--- config.mk ---
export PLATFORM = sky130hd
export DESIGN_NAME = sc_timer_general
export DESIGN_NICKNAME = d
export VERILOG_FILES = /design/src/rtl/sc_timer_general.sv
export SDC_FILE = /design/constraint.sdc
export NUM_CORES = 1
export LEC_CHECK = 0
export ABC_AREA = 1
export CAP_MARGIN = 10
export CORE_MARGIN = 3
export CORE_UTILIZATION = 45
export DETAILED_ROUTE_END_ITERATION = 7
export PLACE_DENSITY = 0.73
export RECOVER_POWER = 50
export SETUP_SLACK_MARGIN = 0.4
export SLEW_MARGIN = 20
export SYNTH_ARGS = -nofsm -noshare
export SYNTH_HDL_FRONTEND = slang
export SYNTH_SLANG_ARGS = --single-unit
--- constraint.sdc ---
create_clock -name SC_STATEMACHINE_GENERAL_CLOCK_50 -period 2.14 [get_ports SC_STATEMACHINE_GENERAL_CLOCK_50]
set_input_delay 0.214 -clock SC_STATEMACHINE_GENERAL_CLOCK_50 [delete_from_list [all_inputs] [get_ports SC_STATEMACHINE_GENERAL_CLOCK_50]]
set_output_delay 0.214 -clock SC_STATEMACHINE_GENERAL_CLOCK_50 [all_outputs]
set_load 0.005 [all_outputs]
--- src/rtl/sc_timer_general.sv ---
// Countdown timer with periodic speed-step strobe for the game controller.
// Loads a tick count and a speed threshold, and emits active-low expiry and speed strobes.
module sc_timer_general #(
    parameter int unsigned PRESCALE_MAX   = 5000000,
    parameter int unsigned PRESCALE_WIDTH = 23
) (
    input  logic       SC_STATEMACHINE_GENERAL_CLOCK_50,
    input  logic       SC_STATEMACHINE_GENERAL_RESET_InHigh,
    input  logic       SC_TIMER_GENERAL_load_InLow,
    input  logic       SC_TIMER_GENERAL_clear_InLow,
    input  logic [3:0] SC_TIMER_GENERAL_timer_InBUS,
    input  logic [3:0] SC_TIMER_GENERAL_speed_InBUS,
    output logic       SC_TIMER_GENERAL_timer_OutLow,
    output logic       SC_TIMER_GENERAL_speedComparator_OutLow,
    output logic [3:0] SC_TIMER_GENERAL_count_OutBUS,
    output logic       SC_TIMER_GENERAL_busy_Out
);

    localparam int unsigned COUNT_WIDTH = 4;
    localparam logic [PRESCALE_WIDTH-1:0] PRESCALE_LAST = PRESCALE_WIDTH'(PRESCALE_MAX - 1);

    typedef enum logic [1:0] {
        IDLE   = 2'd0,
        RUN    = 2'd1,
        EXPIRE = 2'd2
    } state_t;

    state_t                    state;
    logic [PRESCALE_WIDTH-1:0] prescaler;
    logic [COUNT_WIDTH-1:0]    count;
    logic [COUNT_WIDTH-1:0]    threshold;
    logic [COUNT_WIDTH-1:0]    step;
    logic                      speedStrobeLow;
    logic                      isTick;
    logic                      isSpeedWrap;

    // A base tick only exists while counting down.
    assign isTick      = (state == RUN) && (prescaler == PRESCALE_LAST);
    assign isSpeedWrap = (COUNT_WIDTH'(step + 4'd1) == threshold);

    always_ff @(posedge SC_STATEMACHINE_GENERAL_CLOCK_50 or posedge SC_STATEMACHINE_GENERAL_RESET_InHigh) begin
        if (SC_STATEMACHINE_GENERAL_RESET_InHigh) begin
            state          <= IDLE;
            count          <= '0;
            threshold      <= '0;
            prescaler      <= '0;
            step           <= '0;
            speedStrobeLow <= 1'b1;
        end else begin
            speedStrobeLow <= 1'b1;
            if (!SC_TIMER_GENERAL_clear_InLow) begin
                // Abort wins over everything, including a same-cycle load or tick.
                state     <= IDLE;
                count     <= '0;
                prescaler <= '0;
                step      <= '0;
            end else if (!SC_TIMER_GENERAL_load_InLow) begin
                // Load behaves identically in every state; a concurrent tick is dropped.
                count     <= SC_TIMER_GENERAL_timer_InBUS;
                threshold <= SC_TIMER_GENERAL_speed_InBUS;
                prescaler <= '0;
                step      <= '0;
                state     <= (SC_TIMER_GENERAL_timer_InBUS != 4'd0) ? RUN : EXPIRE;
            end else begin
                case (state)
                    IDLE: state <= IDLE;
                    RUN: begin
                        if (isTick) begin
                            prescaler <= '0;
                            count     <= COUNT_WIDTH'(count - 4'd1);
                            if (count == 4'd1) begin
                                state <= EXPIRE;
                            end
                            if (threshold != 4'd0) begin
                                if (isSpeedWrap) begin
                                    step           <= '0;
                                    speedStrobeLow <= 1'b0;
                                end else begin
                                    step <= COUNT_WIDTH'(step + 4'd1);
                                end
                            end
                        end else begin
                            prescaler <= PRESCALE_WIDTH'(prescaler + 1'b1);
                        end
                    end
                    EXPIRE:  state <= IDLE;
                    default: state <= IDLE;
                endcase
            end
        end
    end

    assign SC_TIMER_GENERAL_timer_OutLow           = (state != EXPIRE);
    assign SC_TIMER_GENERAL_busy_Out               = (state == RUN);
    assign SC_TIMER_GENERAL_speedComparator_OutLow = speedStrobeLow;
    assign SC_TIMER_GENERAL_count_OutBUS           = count;

endmodule

### After elaboration in Yosys (flattened, before gate mapping)

Index checks and enable logic that the tools add are counted.

| cells by class | value |
|---|---|
| add/subtract/negate cells | 3 |
| eq/ne operators | 10 |
| mux-type cells | 26 |
| bitwise operators | 1 |
| reduce and logical (&&, ||, !) cells | 7 |

Operator list:

| cell | count |
|---|---|
| 23-bit two-way mux | 4 |
| 4-bit two-way mux | 10 |
| 23-bit by 1-bit adder with 23-bit output (second input constant) | 1 |
| 23-bit == test (second input constant) | 1 |
| 2-bit two-way mux | 6 |
| 3-bit by 2-bit inequality test with 1-bit output (second input constant) | 3 |
| 4-bit by 3-bit inequality test with 1-bit output (second input constant) | 2 |
| 4-bit nonzero test | 2 |
| 1-bit two-way mux | 6 |
| 2-bit AND reduction | 3 |
| 4-bit by 1-bit adder with 4-bit output (second input constant) | 1 |
| 4-bit by 1-bit == test with 1-bit output (second input constant) | 1 |
| 4-bit == test | 1 |
| 4-bit by 1-bit subtractor with 4-bit output (second input constant) | 1 |
| 3-bit AND reduction | 1 |
| 2-bit by 1-bit == test with 1-bit output (second input constant) | 1 |
| 2-bit inequality test (second input constant) | 1 |
| 1-bit logical AND | 1 |
| 1-bit inverter | 1 |

| storage, ports and cells | value |
|---|---|
| register bits | 38 |
| output and inout port bits | 7 |

### Longest topological paths before layout

| depth | value |
|---|---|
| depth after elaboration | 8 |
| mapped depth | 10 |
| depth with buffers taken out | 10 |

### Worst setup path before layout

OpenSTA, ideal clock, no wires.

| timing path | value |
|---|---|
| kind | flip-flop to flip-flop |
| start | register step[0] |
| end | register step[0] |
| setup time | 0.117 ns |
| arrival | 1.316 ns |
| data required time | 2.023 ns |
| path slack | 0.706 ns |
| stages on the path, launching flop included | 8 |
| period minus slack after synthesis | 1.434 ns |
| cells stage by stage | dfrtp_1 > ha_1 > xnor2_1 > nand2_1 > nor2_1 > nand2_1 > nand3_1 > nand2_1 |

| between the ends | value |
|---|---|
| cells in the longest elaborated chain, start to end | 8 |

Ends and longest elaborated chain:

| what | RTL line | RTL |
|---|---|---|
| from (decl) | 32 | `logic [COUNT_WIDTH-1:0] step;` |
| from (signal assigned) | 79 | `step <= COUNT_WIDTH'(step + 4'd1);` |
| 4-bit by 1-bit adder with 4-bit output * | 39, 79 |  |
| 4-bit == test | 39 | `assign isSpeedWrap = (COUNT_WIDTH'(step + 4'd1) == threshold);` |
| 4-bit two-way mux * | 75 | `if (isSpeedWrap) begin` |
| 4-bit two-way mux * | 74 | `if (threshold != 4'd0) begin` |
| 4-bit two-way mux * | 68 | `if (isTick) begin` |
| 4-bit two-way mux * | 65 | `case (state)` |
| 4-bit two-way mux * | 57 | `end else if (!SC_TIMER_GENERAL_load_InLow) begin` |
| 4-bit two-way mux * | 51 | `if (!SC_TIMER_GENERAL_clear_InLow) begin` |

Every way passes the cells marked *; elsewhere a longest branch is shown, timed or not. The select of a mux whose other input is x is not followed.
A chain may end at the register's enable or synchronous reset.

### Worst setup path after layout

| timing path | value |
|---|---|
| start | register prescaler[0] |
| end | register prescaler[2] |

| between the ends | value |
|---|---|
| cells in the longest elaborated chain, start to end | 6 |
| elaborated cells between the ends (all ways) | 7 |

Ends and longest elaborated chain:

| what | RTL line | RTL |
|---|---|---|
| from (decl) | 29 | `logic [PRESCALE_WIDTH-1:0] prescaler;` |
| from (signal assigned) | 83 | `prescaler <= PRESCALE_WIDTH'(prescaler + 1'b1);` |
| branches (longest 2 deep; another with 23-bit by 1-bit adder with 23-bit output) | -- |  |
| 23-bit two-way mux * | 68 |  |
| 23-bit two-way mux * | 65 |  |
| 23-bit two-way mux * | 57 |  |
| 23-bit two-way mux * | 51 |  |

Mark *: on every way between the ends. The select of a mux whose other input is x is not followed.

==> impl_metrics.toml <==
[critical_path]
crit_start = "prescaler[0]"
cp.arrival_ns = 1.81
endpoint = "prescaler[2]"
crit_type = "reg2reg"
worst-r2r-cell-count = 9
crit_fanout = 13
required_ns = 2.31
slowest_delay_ns = 0.38
r2r-start = "prescaler[0]"
r2r-end = "prescaler[2]"
r2r_slack_ns = 0.49
worst_setup_path_start_kind = "flip-flop"
cp-end-kind = "flip-flop"
crit_chain = "ha_1 > inv_1 > nor2_4 > nand2_1 > nor2_2 > nand3_2 > nand2_8 > buf_4 > nor3_1"
slowest_stage = "dfrtp_1"

[placement]
dp_hpwl_mm = 3.75
gp_congestion = 0.827
numPortBuffers = 18
post_dp_cell_area_um2 = 2640
dpl.cell_count = 411

[routing]
drt_iter0_drc = 170
vias = 2109
routed_wl_mm = 5.05
wl_per_cell_um = 11.8
firstDrtPassIters = 5
vias_per_cell = 4.92
drc = 0
drtAntennaViolNets = 0

[timing]
tightest_slew_ns = 0.943
max_freq_mhz = 607
period_needed_ns = 1.65
tns_ns = 0
rsz0062_at_grt = "true"
hold_ws_ns = 0.471
finalSetupViolations = 0
relSlewSlack_pct = 37.2
fin_worst_skew_ns = 0.0118
fin_crit_sh_pct = 76.9
drv_slew = 0
hold_viol = 0

[global_routing]
met2_usage_pct = 28.2
antenna_found_initial = 0
grt-ovfl-total = 0
grt_max_degree = 39
grtUsageTotal_pct = 17.7
top_usage_layer = "met2"
grt_util_met1_pct = 25.1
grt_pass1_wl_mm = 8.89
use_met3_pct = 3.51
grt_pass1_vias = 1976

[synthesis]
synthCells = 326
synth_cell_type_count = 32
async_flop_share_pct = 100
ys_ff_latch = 38
ys.flop_type = "dfrtp_1"
ys_warn_count = 0
synth-edff-count = 0
netlist_area_um2 = 2380
avgSynthCellArea_um2 = 7.32
synthesis.nets = 342
yosysSeqAreaShare_pct = 39.9

[floorplan]
rows = 25
io_pins = 19
start_util_pct = 48.6
core_area_um2 = 4910
die_w_um = 78.8
dieArea_um2 = 6210
die_height_um = 78.8

[clock_tree]
clockBufferDepth = 2
cts_hold_buf = 0
clk-insertion-delay-late_ns = 0.29
clock-sinks = 38
numCtsBuffers = 5
cts_tree = "yes"
cts.clk_slew.worst_paths_ns = 0.08
ctsRootBufferMaster = "clkbuf_8"
htreeDepth = 2

[final_layout]
fin_area_um2 = 2840
nNetsFinal = 377
final_cell_mix = "nand2_1, nor2_1, inv_1, dfrtp_1, nand3_1"
fin_util_pct = 57.8
fillers = 473
final_common_cell = "nand2_1"
drive_gt1_share_pct = 14.9
fin_cells = 429
area_growth_syn_to_layout_pct = 19.0
diodes = 0

[run]
maxCapViolCount = 0

[status]
status = "complete, no violations"

[power]
p_leak_uw = 0.00125
ir_worst_vdd_uv = 407
powerDensity_nw_per_um2 = 567

[hold_path]
hp-class = "in2reg"
==> synth_stat cells (2+ instances only) <==
cell	number	area, µm²
nand3_1	24	120
nand4_1	9	56.3
a21oi_1	13	65.1
dfrtp_1	37	926
nor3b_2	2	25.0
nor2_1	43	161
nand2_1	86	323
o21ai_0	7	35.0
nor3_1	6	30.0
clkinv_1	2	7.51
xnor2_1	5	43.8
nor2_4	6	67.6
buf_6	2	22.5
nor3_2	2	20.0
ha_1	4	50.1
inv_1	40	150
nor3b_1	3	22.5
xor2_1	5	43.8
inv_2	5	18.8
o21ai_1	5	25.0
nor2_2	7	43.8
nand2_2	3	18.8
==> where the power goes <==
| part | total, µW | leakage (µW) | switching [µW] | internal [µW] |
|---|---|---|---|---|
| Combinational | 233 | 0.000692 | 124 | 109 |
| Clock | 603 | 0.0000504 | 257 | 347 |
| Sequential | 773 | 0.000512 | 24.5 | 748 |
==> final cells by class <==
type	count	area, µm²	share of cell area [%]
Tap cell	67	83.8	2.95
Multi-Input combinational cell	237	1230	43.4
Clock buffer	5	68.8	2.43
Inverter	47	176	6.22
Sequential cell	38	953	33.6
Clock inverter	3	45.0	1.59
Timing Repair Buffer	32	279	9.83
==> per-stage QoR <==
step	setup slack [ns]	total power (µW)
after floorplan	0.706	910
after global placement	0.398	983
after detailed placement	0.361	989
after CTS	0.422	1600
after global routing	0.348	1690
final	0.493	1610
==> logic make-up (layout without fill, tap and decap cells) <==
family,Yosys count,count (layout),synth area share (%)
flops,38,38,39.9
simple gates,195,195,38.9
xor+xnor,10,10,3.67
buf+inv,51,87,9.13
fa+ha+maj,4,4,2.10
compound gates,28,28,6.24
==> worst min path at each step <==
stage,from,endpoint,cells after the start
finish,SC_TIMER_GENERAL_speed_InBUS[0],threshold[0],3
global route,SC_TIMER_GENERAL_speed_InBUS[1],threshold[1],3
CTS,SC_STATEMACHINE_GENERAL_RESET_InHigh,prescaler[8],3
detailed placement,prescaler[1],prescaler[1],2
global placement,prescaler[0],prescaler[0],1
floorplan,SC_TIMER_GENERAL_speed_InBUS[0],threshold[0],2
==> flip-flops by register name (all words and copies together), names as in the netlist <==
| signal | cells |
|---|---|
| SC_TIMER_GENERAL_speedComparator_OutLow | 1 |
| step | 4 |
| state | 2 |
| SC_TIMER_GENERAL_count_OutBUS | 4 |
| threshold | 4 |
| prescaler | 23 |
==> metal layers <==
metal,vias to the layer above,wire length [µm]
met2,40,2360
li1,1100,-
met3,2,207
met4,0,23
met5,-,0
met1,967,2460
==> repair_timing <==
action,4_1_cts,5_1_grt
pin swaps,1,2
setup endpoints to repair,1,18
buffers inserted,0,10
resized for setup,0,4
==> worst max-delay path: cells and delay by family, from the launching register on <==
family	cells	cell delay, ns
buf+inv	2	0.25
simple gates	6	0.72
flops	1	0.38
fa+ha+maj	1	0.18
No activity file was read; power rests on OpenSTA's default activity.
